## config.mk

```make
export PLATFORM = sky130hd
export DESIGN_NAME = fp32_add_pipe
export DESIGN_NICKNAME = d
export VERILOG_FILES = /design/src/rtl/fp32_add_pipe.sv
export SDC_FILE = /design/constraint.sdc
export NUM_CORES = 1
export LEC_CHECK = 0
export CORE_MARGIN = 1
export CORE_UTILIZATION = 40
export DETAILED_ROUTE_END_ITERATION = 7
export HOLD_SLACK_MARGIN = 0.03
export MAX_ROUTING_LAYER = met4
export PLACE_DENSITY = 0.69
export REMOVE_ABC_BUFFERS = 1
export SLEW_MARGIN = 10
export SYNTH_ARGS = -nofsm -noshare
export SYNTH_HDL_FRONTEND = slang
export SYNTH_SLANG_ARGS = --single-unit
```

## constraint.sdc

```tcl
create_clock -name clk -period 22.4 [get_ports clk]
set_input_delay 4.48 -clock clk [delete_from_list [all_inputs] [get_ports clk]]
set_output_delay 4.48 -clock clk [all_outputs]
set_load 0.005 [all_outputs]
```

## src/rtl/fp32_add_pipe.sv

```systemverilog
// Three-stage pipelined IEEE-754 single-precision adder, denormals flushed to zero.
// Build option: define FP_ADD_RNE_EN for round-to-nearest-even, otherwise results are truncated.
module fp32_add_pipe (
  input  logic        clk,
  input  logic        rst,
  input  logic        in_valid,
  input  logic [31:0] NumA,
  input  logic [31:0] NumB,
  output logic        out_valid,
  output logic [31:0] NumOut
);
  localparam int unsigned EXT_W = 27;
  localparam int unsigned SUM_W = 28;
  localparam logic [31:0] QNAN  = 32'h7FC0_0000;
`ifdef FP_ADD_RNE_EN
  localparam logic RNE_EN = 1'b1;
`else
  localparam logic RNE_EN = 1'b0;
`endif

  logic             a_sign, b_sign;
  logic [7:0]       a_exp, b_exp;
  logic [22:0]      a_frac, b_frac;
  logic             a_zero, b_zero, a_inf, b_inf, a_nan, b_nan;
  logic             a_is_l;
  logic             l_sign;
  logic [7:0]       l_exp, s_exp, align_d;
  logic [23:0]      l_mant, s_mant;
  logic [EXT_W-1:0] s_field, s_shift, s_ext;
  logic             s_sticky;
  logic             spec_hit;
  logic [31:0]      spec_val;

  assign a_sign = NumA[31];
  assign b_sign = NumB[31];
  assign a_exp  = NumA[30:23];
  assign b_exp  = NumB[30:23];
  assign a_frac = NumA[22:0];
  assign b_frac = NumB[22:0];
  assign a_zero = (a_exp == 8'd0);
  assign b_zero = (b_exp == 8'd0);
  assign a_inf  = (a_exp == 8'hFF) && (a_frac == 23'd0);
  assign b_inf  = (b_exp == 8'hFF) && (b_frac == 23'd0);
  assign a_nan  = (a_exp == 8'hFF) && (a_frac != 23'd0);
  assign b_nan  = (b_exp == 8'hFF) && (b_frac != 23'd0);
  // Denormals compare as zero so the flushed operand always lands on the small side.
  assign a_is_l = (a_zero ? 31'd0 : NumA[30:0]) >= (b_zero ? 31'd0 : NumB[30:0]);

  // Swap so L >= S, then align S with guard/round/sticky.
  always_comb begin
    l_sign   = a_is_l ? a_sign : b_sign;
    l_exp    = a_is_l ? a_exp : b_exp;
    s_exp    = a_is_l ? b_exp : a_exp;
    l_mant   = a_is_l ? (a_zero ? 24'd0 : {1'b1, a_frac}) : (b_zero ? 24'd0 : {1'b1, b_frac});
    s_mant   = a_is_l ? (b_zero ? 24'd0 : {1'b1, b_frac}) : (a_zero ? 24'd0 : {1'b1, a_frac});
    align_d  = l_exp - s_exp;
    s_field  = {s_mant, 3'b000};
    s_shift  = '0;
    s_sticky = 1'b0;
    if (align_d >= 8'd27) begin
      s_sticky = |s_field;
    end else begin
      s_shift  = s_field >> align_d;
      s_sticky = |(s_field & ~({EXT_W{1'b1}} << align_d));
    end
    s_ext = {s_shift[EXT_W-1:1], s_shift[0] | s_sticky};
  end

  // Special-operand results, resolved in priority order.
  always_comb begin
    spec_hit = 1'b1;
    spec_val = '0;
    if (a_nan || b_nan || (a_inf && b_inf && (a_sign != b_sign))) begin
      spec_val = QNAN;
    end else if (a_inf) begin
      spec_val = {a_sign, 8'hFF, 23'd0};
    end else if (b_inf) begin
      spec_val = {b_sign, 8'hFF, 23'd0};
    end else if (a_zero && b_zero) begin
      spec_val = {a_sign & b_sign, 31'd0};
    end else begin
      spec_hit = 1'b0;
    end
  end

  logic             s1_valid, s1_sub, s1_sign, s1_spec;
  logic [7:0]       s1_exp;
  logic [EXT_W-1:0] s1_lm, s1_sm;
  logic [31:0]      s1_spec_val;

  always_ff @(posedge clk) begin
    if (rst) begin
      s1_valid    <= 1'b0;
      s1_sub      <= 1'b0;
      s1_sign     <= 1'b0;
      s1_spec     <= 1'b0;
      s1_exp      <= '0;
      s1_lm       <= '0;
      s1_sm       <= '0;
      s1_spec_val <= '0;
    end else begin
      s1_valid    <= in_valid;
      s1_sub      <= a_sign ^ b_sign;
      s1_sign     <= l_sign;
      s1_spec     <= spec_hit;
      s1_exp      <= l_exp;
      s1_lm       <= {l_mant, 3'b000};
      s1_sm       <= s_ext;
      s1_spec_val <= spec_val;
    end
  end

  logic             s2_valid, s2_sign, s2_spec;
  logic [7:0]       s2_exp;
  logic [SUM_W-1:0] s2_sum;
  logic [31:0]      s2_spec_val;

  // Magnitude add/subtract; L >= S so the difference never goes negative.
  always_ff @(posedge clk) begin
    if (rst) begin
      s2_valid    <= 1'b0;
      s2_sign     <= 1'b0;
      s2_spec     <= 1'b0;
      s2_exp      <= '0;
      s2_sum      <= '0;
      s2_spec_val <= '0;
    end else begin
      s2_valid    <= s1_valid;
      s2_sign     <= s1_sign;
      s2_spec     <= s1_spec;
      s2_exp      <= s1_exp;
      s2_sum      <= s1_sub ? ({1'b0, s1_lm} - {1'b0, s1_sm}) : ({1'b0, s1_lm} + {1'b0, s1_sm});
      s2_spec_val <= s1_spec_val;
    end
  end

  logic [4:0]        lz;
  logic              lz_found;
  logic [EXT_W-1:0]  n_mant;
  logic signed [9:0] exp10, n_exp, r_exp;
  logic              round_inc;
  logic [24:0]       r_mant;
  logic [22:0]       r_frac;
  logic [31:0]       result_c;

  // Normalize, round and pack.
  always_comb begin
    lz       = '0;
    lz_found = 1'b0;
    for (int i = 26; i >= 0; i--) begin
      if (!lz_found && s2_sum[i]) begin
        lz       = 5'(26 - i);
        lz_found = 1'b1;
      end
    end
    exp10 = signed'({2'b00, s2_exp});
    if (s2_sum[SUM_W-1]) begin
      n_mant = {s2_sum[27:2], s2_sum[1] | s2_sum[0]};
      n_exp  = exp10 + 10'sd1;
    end else begin
      n_mant = s2_sum[EXT_W-1:0] << lz;
      n_exp  = exp10 - signed'({5'b00000, lz});
    end
    round_inc = RNE_EN & n_mant[2] & (n_mant[1] | n_mant[0] | n_mant[3]);
    r_mant    = {1'b0, n_mant[26:3]} + 25'(round_inc);
    r_exp     = r_mant[24] ? (n_exp + 10'sd1) : n_exp;
    r_frac    = r_mant[24] ? r_mant[23:1] : r_mant[22:0];

    if (s2_spec) begin
      result_c = s2_spec_val;
    end else if (s2_sum == '0) begin
      result_c = 32'h0000_0000;
    end else if (r_exp >= 10'sd255) begin
      result_c = {s2_sign, 8'hFF, 23'd0};
    end else if (r_exp <= 10'sd0) begin
      result_c = {s2_sign, 31'd0};
    end else begin
      result_c = {s2_sign, r_exp[7:0], r_frac};
    end
  end

  // NumOut only changes on a valid result so it holds through bubbles.
  always_ff @(posedge clk) begin
    if (rst) begin
      out_valid <= 1'b0;
      NumOut    <= '0;
    end else begin
      out_valid <= s2_valid;
      if (s2_valid) begin
        NumOut <= result_c;
      end
    end
  end

endmodule

```

---- After elaboration in Yosys (flattened, before gate mapping) ----
Cells that the tools add are included.
operators by class
  shifts and indexed selects .............. 3
  bitwise logic cells ..................... 6
  $add $sub $neg .......................... 5
  order comparisons ....................... 4
  equal/unequal tests ..................... 3
  mux-type cells .......................... 78
  reductions and logical operators ........ 73
operators by type and width
  cell                     number
  $mux W32                 5
  $mux W31                 5
  $mux W5                  25
  $mux W24                 4
  $logic_not A23 Y1        2
  $reduce_bool A23 Y1      2
  $mux W1                  34
  $logic_and A1 B1 Y1      33
  $ge A31 B31 Y1           1
  $add A27 B27 Y28         1
  $logic_not A28 Y1        1
  $mux W28                 1
  $sub A27 B27 Y28         1
  $and A27 B27 Y27         1
  $not A27 Y27             1
  $reduce_or A27 Y1        1
  $shl A27 B5 Y26          1
  $shl A27 B8 Y27 const A  1
  $shr A27 B8 Y27          1
  $logic_not A1 Y1         26
  $mux W26                 1
  $reduce_or A24 Y1        1
  $eq A8 B8 Y1 const B     2
  $logic_not A8 Y1         2
  other kinds (15)         19
storage, ports and cells
  logic and storage cells ................. 192
  output and inout bits ................... 33
  register bits after elaboration ......... 202
  input bits .............................. 67

---- Longest topological paths before layout ----
Gate-level depths: netlist (run 1).
  depth in word-level cells ............... 86
  mapped depth ............................ 32
  depth with buffers taken out ............ 24

---- Worst setup path after synthesis (run 1) ----
OpenSTA, ideal clock, no wires.
  path kind ............................... input to register
  start point ............................. input port NumB[26]
  end point ............................... register s1_sm[6]
  buffers on the path ..................... 10
  data required time ...................... 22.272 ns
  path slack .............................. 11.919 ns
  stages .................................. 28
  setup time .............................. 0.128 ns
  arrival ................................. 10.354 ns
  cell sequence ........................... clkbuf_1 > nor4_1 > nand2_1 > clkbuf_1 > clkbuf_1 > clkbuf_1 > nand2_1 > ha_1 > nand4_1 > nor4_1 > a211o_1 > o21ai_1 > nand2_1 > clkbuf_1 > buf_1 > clkbuf_1 > a21oi_1 > ha_1 > or4_1 > o31ai_1 > xnor2_1 > clkbuf_1 > buf_2 > buf_1 > mux2i_1 > mux2i_1 > a22oi_1 > nor2_1
between the ends
  longest elaborated chain between the ends .. 7
  elaborated cells on any way between the ends .. 11
  classes of those cells .................. add/sub: 1; order compare: 2; shift: 1; mux: 5; reduce/logical: 2
RTL lines
  what                               line    source
  start: declaration                 8       input logic [31:0] NumB,
  $logic_not A8 Y1                   41      assign b_zero = (b_exp == 8'd0);
  $mux W31                           47      assign a_is_l = (a_zero ? 31'd0 : NumA[30:0]) >= (b_zero ? 31'd0 : NumB[30:0]);
  $ge A31 B31 Y1                     47
  $mux W8, on equally long branches  52, 53
  $sub A8 B8 Y8                      56      align_d = l_exp - s_exp;
  $ge A8 B5 Y1                       60      if (align_d >= 8'd27) begin
  $reduce_or A2 Y1 (no source line)  -
  end signal: assignment             108     s1_sm <= s_ext;
  end: declaration                   88      logic [EXT_W-1:0] s1_lm, s1_sm;
Several ways; a longest one is shown, not always the timed one.
A chain may end at the register's enable or synchronous reset.

---- Worst setup path in the final report (run 1) ----
  start point ............................. input port NumA[26]
  end point ............................... register s1_sm[4]
between the ends
  longest elaborated chain between the ends .. 7
  elaborated cells on any way between the ends .. 11
  classes of those cells .................. add/sub: 1; order compare: 2; shift: 1; mux: 5; reduce/logical: 2
RTL lines
  what                               line    source
  start: declaration                 7       input logic [31:0] NumA,
  $logic_not A8 Y1                   40      assign a_zero = (a_exp == 8'd0);
  $mux W31                           47
  $ge A31 B31 Y1                     47
  $mux W8, on equally long branches  52, 53
  $sub A8 B8 Y8                      56
  $ge A8 B5 Y1                       60
  $reduce_or A2 Y1 (no source line)  -
Several ways; a longest one is shown, not always the timed one.

==> results of run 1 <==
==> registers in the layout (all words and copies together), names as in the netlist <==
signal,cells
NumOut,32
out_valid,1
s1_exp,8
s1_lm,24
s1_sign,1
s1_sm,27
s1_spec,1
s1_spec_val,3
s1_sub,1
s1_valid,1
s2_exp,8
s2_sign,1
s2_spec,1
s2_spec_val,3
s2_sum,28
s2_valid,1
==> stage by stage <==
stage | setup WS [ns] | instances
after global routing | 10.46 | 2154
after floorplan | 11.09 | 1609
after global placement | 10.96 | 2122
after CTS | 11.20 | 2154
final | 11.07 | 2154
after detailed placement | 10.80 | 2122
==> metal layers <==
| layer | vias up | share of wire | wire length (um) |
|---|---|---|---|
| li1 | 6207 | - | - |
| met1 | 5916 | 0.45 | 17700 |
| met2 | 515 | 0.47 | 18700 |
| met3 | 89 | 0.051 | 2020 |
| met4 | 0 | 0.032 | 1260 |
| met5 | - | 0 | 0 |
==> synth_stat cells (23+ instances only) <==
library cell	instances	share of area
a21oi_1	145	0.058
nor2_1	217	0.066
a31oi_1	24	0.012
o21ai_0	86	0.035
nor3_1	42	0.017
inv_1	93	0.028
clkbuf_1	72	0.022
nor2b_1	26	0.013
ha_1	89	0.090
mux2_2	23	0.021
nand2_1	207	0.063
nor4_1	35	0.018
dfxtp_1	141	0.23
nand3_1	45	0.018
mux2i_1	99	0.080
==> final cells by class <==
| class | count | area share |
|---|---|---|
| Sequential cell | 141 | 0.199 |
| Clock inverter | 15 | 0.0118 |
| Clock buffer | 17 | 0.0299 |
| Timing Repair Buffer | 117 | 0.0790 |
| Tap cell | 396 | 0.0348 |
| Inverter | 98 | 0.0259 |
| Multi-Input combinational cell | 1370 | 0.620 |
==> worst paths after layout <==
| path | end |
|---|---|
| hold / removal | s2_spec |
| hold reg to reg | s2_spec |
| setup / recovery | s1_sm[4] |
| setup reg to reg | NumOut[22] |
==> critical path: stages <==
cell and delay [ns]:
clkdlybuf4s50_1 0.74, nor4_1 0.39, nand2_1 0.66, and2_0 0.52, ha_1 0.24, a21oi_1 0.15, o21ai_0 0.14, a221oi_1 0.40
and2_1 0.45, nand2_2 0.06, buf_4 0.35, nor2_1 0.18, a21oi_1 0.06, ha_1 0.27, or4_1 0.52, o31ai_1 0.17
o32ai_1 0.26, o21bai_1 0.21, xnor2_1 0.14, buf_4 0.27, clkinv_1 0.30, a2111oi_0 0.38, o21ai_0 0.15, a21oi_1 0.16
==> power breakdown <==
part | switching (uW) | internal [uW] | leakage [uW]
Combinational | 307 | 190 | 0.00435
Clock | 126 | 159 | 0.000286
Sequential | 23.4 | 269 | 0.00115
==> logic make-up after synthesis <==
kind of cell | count (synthesis) | share of synthesized area
muxes | 126 | 0.107
buffers and inverters | 207 | 0.0660
and+or+nand+nor | 664 | 0.244
xor gates and xnor gates | 40 | 0.0282
adders and majority gates | 92 | 0.0937
AOI/OAI and AO/OA | 448 | 0.234
DFF | 141 | 0.227
==> run metrics, run 1 <==
crit path capture type flip-flop; Worst-path clk slew 0.07 ns; clk buf depth 2; drt first pass iters 6; min Tclk post-route between 10 and 15 ns; CTS tree yes; worst reg2reg path depth 20; Pwr Total 1070 uW; Routed WL 39600 um; DP HPWL 30600 um; Layout area overhead 14.5%; met3 Track Usage GR 0.0269; antenna violations before repair 0; remaining global-route overflow 0; Util after Layout 0.465; I/O Buffers 99; largest net degree at the start of global routing 68; Initial DRC Count 1124; placed cell area 0.0136 mm2; design area 0.0142 mm2; Crit Path Class input pin to flip-flop; critical-path maximum fanout 67; DRT antenna net count 0; hold_buf cts 0; Post-synth EDFFs 0; final worst path period share 0.506; most frequent cells in the layout nor2_1, nand2_1, a21oi_1, dfxtp_1, mux2i_1; commonest non-fill, non-tap cell in the layout nor2_1; CP Launch Point NumA[26]; met1 global-route usage 0.329; Pwr Density 75.5 mW/mm2; Hold Path Class flip-flop to flip-flop; Routed WL per cell roughly 18 um; die outline width 178 um; Register Area around 0.0028 mm2; CP required 22.75 ns; FP Rows between 60 and 70; Routability Congestion 0.969; final hold slack 0.433 ns; drt via density 5.91; Worst Skew 0.0134 ns; worst r2r src s2_sum[25]; Worst Setup Start Kind input pin; static leakage between 0.005 and 0.006 uW; Die ar. approximately 0.032 mm2; Cell Area, Synth 0.0124 mm2; post-cts sizing count 0; normalized max-slew margin 0.195; worst path arrival time 11.68 ns; setup TNS 0 ns; total CTS buffers 17; RSZ-0062 raised after global routing no; Syn Inst Count 1718; prevailing post-synth register cell dfxtp_1; Via Count 12727; Initial Utilization 0.406; CTS sink cnt 141; outcome complete, no violations; share of the yosys chip area belonging to registers 0.227; fillers 3079; I/O pins 100; post-CTS setup buffers 0; # diodes 0; final hold vios 0; ys async rst share 0; Setup-failing EPs final 0; overall routing resource usage 0.260; Root Buffer clkbuf_16; Worst R2R Setup Slack 15.07 ns; # DRC 0; f_max 88.3 MHz; worst slew pin tran 1.20 ns; net count reported at finish 1903; CTS H-tree depth 4; total of max-cap violations 0; Core Footprint slightly above 0.03 mm2; number of global-route vias before repair roughly 12000; YS warnings 0; global-route wire length before repair 63500 um; max-slew violation count 0; worst hold stages 1; layout cell share with drive strength beyond 1 0.0586; Worst VDD drop between 0.00004 and 0.00005 V; post-synthesis register bit count 141; worst min-delay path startpoint s1_spec; met2 Resource Use GR 0.427; Netlist cell types 85; die height about 180 um; area of the multi-input gates 0.00882 mm2; most used routing layer met2; clock latency on the worst-skew pair between 0.4 and 0.5 ns; Mean Syn Cell Area 7.23 um2
Note: power is estimated with default switching activity, not from simulation.
==> run 2, diff against run 1 <==
==> constraint.sdc (replaced) <==
create_clock -name clk -period 10.83 [get_ports clk]
set_input_delay 2.166 -clock clk [delete_from_list [all_inputs] [get_ports clk]]
set_output_delay 2.166 -clock clk [all_outputs]
set_load 0.005 [all_outputs]
==> run 2 against run 1 <==
Against the previous run: utilization is 0.14 points lower; global-route usage decreased by 0.55 points; critical path depth decreased by 2; cell area decreased by 0.31%; first-iteration DRC count up 20%; critical endpoint unchanged; largest power group unchanged.
==> run metrics, run 2 (same netlist as run 1, synthesis figures left out) <==
Layout area overhead 14.1%; layout cell share with drive strength beyond 1 0.0575; Die ar. 0.0318 mm2; setup TNS 0 ns; Worst Setup Start Kind input pin; total CTS buffers 17; Root Buffer clkbuf_16; final hold vios 0; Setup-failing EPs final 0; drt first pass iters 6; worst reg2reg path depth 23; Crit Path Class input pin to flip-flop; drt via density 5.89; Via Count 12677; sw frac 0.424; worst slew pin tran around 1.1 ns; crit path cell chain clkdlybuf4s50_1 -> nor4_1 -> nand2_1 -> and2_0 -> ha_1 -> a21oi_1 -> o21ai_0 -> a221oi_1 -> and2_1 -> nand2_2 -> nor2_1 -> a21oi_1 -> ha_1 -> or4_1 -> o31ai_1 -> o32ai_1 -> o21bai_1 -> xnor2_1 -> clkinv_1 -> a2111oi_0 -> o21ai_0 -> a21oi_1; net count reported at finish between 1500 and 2000; remaining global-route overflow 0; Initial DRC Count 1350; CP Buf/Inv Count 2; Largest register FFs 32; Worst Skew 0.0198 ns; placed cells between 2000 and 2500; Routed WL 39200 um; Worst VDD drop 0.000113 V; Pwr Density 153 mW/mm2; Seq pwr share 0.278; I/O pins 100; # DRC 0; CTS tree yes; Largest regs NumOut (32), s2_sum (28), s1_sm (27); largest net degree at the start of global routing 53; Routability Congestion 0.969; hold_buf cts 0; worst r2r src s2_sum[14]; critical-path maximum fanout 32; Crit-path slowest cell clkdlybuf4s50_1; CP required roughly 11 ns; # diodes 0; DP HPWL slightly above 30000 um; CTS H-tree depth 4; f_max approximately 110 MHz; FP Rows 64; total of max-cap violations 0; CTS sink cnt 141; Initial Utilization 0.406; Core Footprint 0.0306 mm2; Psw between 900 and 1000 uW; final non-filler cell total between 2000 and 2500; die outline width 178 um; Largest Register NumOut; final worst path period share 0.863; Placement Setup Slack 1.20 ns; clock power share 0.255; normalized max-slew margin 0.262; DRT antenna net count 0; CP Launch Point NumA[26]; Util after Layout 0.463; internal power 1250 uW; Crit path top cell by count a21oi_1; worst path arrival time 9.71 ns; Routed WL per cell 18.2 um; final hold slack approximately 0.44 ns; I/O Buffers about 100; worst min-delay path startpoint NumOut[7]; Worst R2R Setup Slack 4.13 ns; crit path capture type flip-flop; CP top delay family simple AND/OR/NAND/NOR gates; clk buf depth 2; die height 178 um; outcome complete, no violations; worst r2r dst NumOut[22]; commonest non-fill, non-tap cell in the layout nor2_1; RSZ-0062 raised after global routing no; antenna violations before repair 0; post-cts sizing count 0; clock latency on the worst-skew pair approximately 0.43 ns; global-route wire length before repair 62400 um; min Tclk post-route 9.35 ns; final setup margin 1.48 ns; most frequent cells in the layout nor2_1, nand2_1, a21oi_1, dfxtp_1, mux2i_1; Combinational Power Share 0.467; number of global-route vias before repair 11795; Hold Path Class flip-flop to flip-flop; Stages on worst setup path 22; static leakage 0.00577 uW; Worst-path clk slew 0.06 ns; CP endpoint s1_sm[4]; fillers 3133; highest cell delay on the worst timing path 0.73 ns; post-CTS setup buffers 0; overall routing resource usage 0.254; max-slew violation count 0
run 2: final cells by class:
cell class                      count  area [um2]  share of cell area
Multi-Input combinational cell   1370        8820               0.622
Sequential cell                   141        2820               0.199
Timing Repair Buffer              115        1110              0.0782
Tap cell                          396         495              0.0350
Clock buffer                       18         439              0.0310
Inverter                           98         368              0.0259
Clock inverter                     14         125             0.00883
run 2: metal layers:
metal	GRT usage	vias up	wire [um]
met2	0.415	484	18400
met4	0.0985	0	1250
met3	0.0309	78	2040
met1	0.320	5915	17400
met5	-	-	0
li1	-	6200	-
run 2: worst min-delay path by stage:
stage                                 end  slack, ns  cells after the start
after floorplan                 s2_exp[0]       0.41                      1
after global placement           s2_valid       0.42                      1
after detailed placement        s2_exp[3]       0.43                      1
after CTS                       s2_exp[3]       0.44                      1
after global routing      s2_spec_val[30]       0.46                      1
final                           NumOut[7]       0.44                      2
run 2: metrics by stage:
step | cell area [um2] | total power, uW
6_report | 14200 | 2180
3_3_place_gp | 13600 | 1610
5_1_grt | 14200 | 2300
4_1_cts | 14200 | 2170
3_5_place_dp | 13600 | 1610
2_1_floorplan | 12000 | 1310
run 2: worst register-to-register path, stage by stage, from the launching register on:
cell	delay [ns]
dfxtp_1	0.42
nor4_1	0.58
nand2_1	0.15
nor2_1	0.38
o21ai_0	0.15
a31oi_1	0.24
o32ai_2	0.15
nand2_1	0.09
buf_4	0.40
ha_1	0.24
inv_1	0.05
fa_1	0.41
a21oi_1	0.16
o21bai_1	0.11
a211o_1	0.34
nor4_1	0.40
nor4_1	0.13
nand3_1	0.11
nor2_1	0.05
a31oi_1	0.31
nand2b_1	0.27
nor3_1	0.80
nand2_1	0.31
o311ai_0	0.37
run 2: power by group through the flow:
stage	clock [uW]	combinational, uW	sequential, uW
2_1_floorplan	0	713	597
3_3_place_gp	0	992	613
3_5_place_dp	0	994	615
4_1_cts	567	1000	603
5_1_grt	588	1110	609
6_report	555	1020	605
==> run 3, diff against run 2 <==
--- a/config.mk
+++ b/config.mk
@@ -6,11 +6,11 @@
 export NUM_CORES = 1
 export LEC_CHECK = 0
 export CORE_MARGIN = 1
-export CORE_UTILIZATION = 40
+export CORE_UTILIZATION = 60
 export DETAILED_ROUTE_END_ITERATION = 7
 export HOLD_SLACK_MARGIN = 0.03
 export MAX_ROUTING_LAYER = met4
-export PLACE_DENSITY = 0.69
+export PLACE_DENSITY = 0.82
 export REMOVE_ABC_BUFFERS = 1
 export SLEW_MARGIN = 10
 export SYNTH_ARGS = -nofsm -noshare
==> run 3 against run 2 <==
Against the previous run: global-route usage up 13 points; wire length up 2.1%; utilization up 23 points; combinational power about the same; power up 4.9%; largest power group unchanged; fmax up 8.4%; hold slack worse by 0.0039 ns; register-to-register slack better by 0.16 ns; largest cell class unchanged; clock skew down 0.0064 ns; critical path depth up 2; cell count down 5.9%.
==> run metrics, run 3 (same netlist as run 1, synthesis figures left out) <==
outcome complete, no violations; worst r2r src s2_sum[12]; Routability Congestion 1.04; Largest Register NumOut; Largest register FFs 32; number of global-route vias before repair between 10000 and 15000; placed cell area 0.0135 mm2; Largest regs NumOut (32), s2_sum (28), s1_sm (27); overall routing resource usage 0.386; CTS sink cnt 141; clk buf depth 2; clock latency on the worst-skew pair between 0.4 and 0.5 ns; Worst-path clk slew about 0.06 ns; worst hold stages 1; CTS tree yes; post-cts sizing count 0; Root Buffer clkbuf_16; Die ar. approximately 0.021 mm2; # diodes 0; worst slew pin tran 1.17 ns; die height roughly 150 um; die outline width 146 um; final worst path period share 0.796; Worst VDD drop 0.000103 V; Pwr Density around 160 mW/mm2; Initial Utilization 0.614; fillers between 1500 and 2000; critical-path maximum fanout 32; worst path arrival time 8.98 ns; Core Footprint 0.0202 mm2; commonest non-fill, non-tap cell in the layout nor2_1; CP required 11.18 ns; I/O pins 100; drt via density 6.47; design area approximately 0.014 mm2; Crit Path Class input pin to flip-flop; Worst Skew approximately 0.013 ns; worst r2r dst NumOut[12]; normalized max-slew margin 0.214; # DRC 0; setup TNS 0 ns; FP Rows between 50 and 60; final hold vios 0; DP HPWL 30500 um; drt first pass iters 8; global-route wire length before repair 64400 um; f_max 116 MHz; worst min-delay path startpoint s1_spec_val[31]; crit path capture type flip-flop; RSZ-0062 raised after global routing no; Initial DRC Count 1063; antenna violations before repair 0; Placement Setup Slack roughly 2.0 ns; final hold slack roughly 0.43 ns; min Tclk post-route 8.62 ns; DRT antenna net count 0; final setup margin 2.21 ns; Layout area overhead 13.5%; static leakage 0.00581 uW; Via Count around 13000; most frequent cells in the layout nor2_1, nand2_1, a21oi_1, dfxtp_1, mux2i_1; WHS Endpoint s2_spec_val[31]; post-CTS setup buffers 0; Routed WL 40000 um; net count reported at finish 1902; layout cell share with drive strength beyond 1 0.0564; Worst Setup Start Kind input pin; CTS H-tree depth 4; hold_buf cts 0; largest net degree at the start of global routing 66; worst reg2reg path depth 24; total of max-cap violations 0; Routed WL per cell 19.7 um; I/O Buffers 99; max-slew violation count 0; remaining global-route overflow 0; Setup-failing EPs final 0; total CTS buffers 17; Hold Path Class flip-flop to flip-flop; Worst R2R Setup Slack 4.29 ns
run 3: cell types whose count changed in the layout (fill, tap and decap cells not counted), sizes merged:
cell / before / now
clkinvlp: 3 / 1
bufinv: 0 / 5
clkinv: 7 / 6
buf: 17 / 18
clkbuf: 18 / 19
inv: 102 / 96
run 3: metal layers:
| layer | global-route usage | share of wire |
|---|---|---|
| met1 | 0.448 | 0.41 |
| met4 | 0.218 | 0.051 |
| met2 | 0.639 | 0.47 |
| met5 | - | 0 |
| met3 | 0.0555 | 0.070 |
run 3: per-stage QoR:
step | total power (uW) | std cells | util
after floorplan | 1310 | 1609 | -
after global placement | 1610 | 1995 | 0.665
after detailed placement | 1620 | 1995 | 0.665
after CTS | 2250 | 2024 | 0.697
after global routing | 2400 | 2024 | 0.697
final | 2280 | 2024 | 0.697
run 3: report_power, final:
part / switching (uW) / internal [uW]
Combinational: 642 / 392
Sequential: 52.7 / 556
Clock: 221 / 418
run 3: critical path, stage by stage:
cell,delay (ns)
clkdlybuf4s50_1,0.72
nor4_1,0.38
nand2_1,0.67
nand2_1,0.36
inv_1,0.11
ha_1,0.33
a21oi_1,0.13
o21ai_0,0.13
a221oi_1,0.38
and2_1,0.44
nand2_2,0.11
nor2_1,0.12
a21oi_1,0.05
ha_1,0.25
or4_1,0.52
o31ai_1,0.18
o32ai_1,0.25
o21bai_1,0.22
xnor2_1,0.14
buf_4,0.27
clkinv_1,0.29
a2111oi_0,0.42
o21ai_0,0.15
a21oi_1,0.16
run 3: how the worst max path moves through the flow:
stage                         from       end
after floorplan           NumB[23]  s1_sm[4]
after global placement    NumA[26]  s1_sm[0]
after detailed placement  NumA[26]  s1_sm[4]
after CTS                 NumA[26]  s1_sm[4]
after global routing      NumA[26]  s1_sm[4]
final                     NumA[26]  s1_sm[4]
run 3: layout make-up:
| class | count | area (um2) | area share |
|---|---|---|---|
| flip-flops and latches | 141 | 2820 | 0.200 |
| well taps | 270 | 338 | 0.0240 |
| repair buffers | 116 | 1120 | 0.0791 |
| clock buffers | 19 | 453 | 0.0321 |
| clock inverters | 10 | 189 | 0.0134 |
| multi-input cells | 1370 | 8820 | 0.625 |
| inverters | 98 | 368 | 0.0261 |
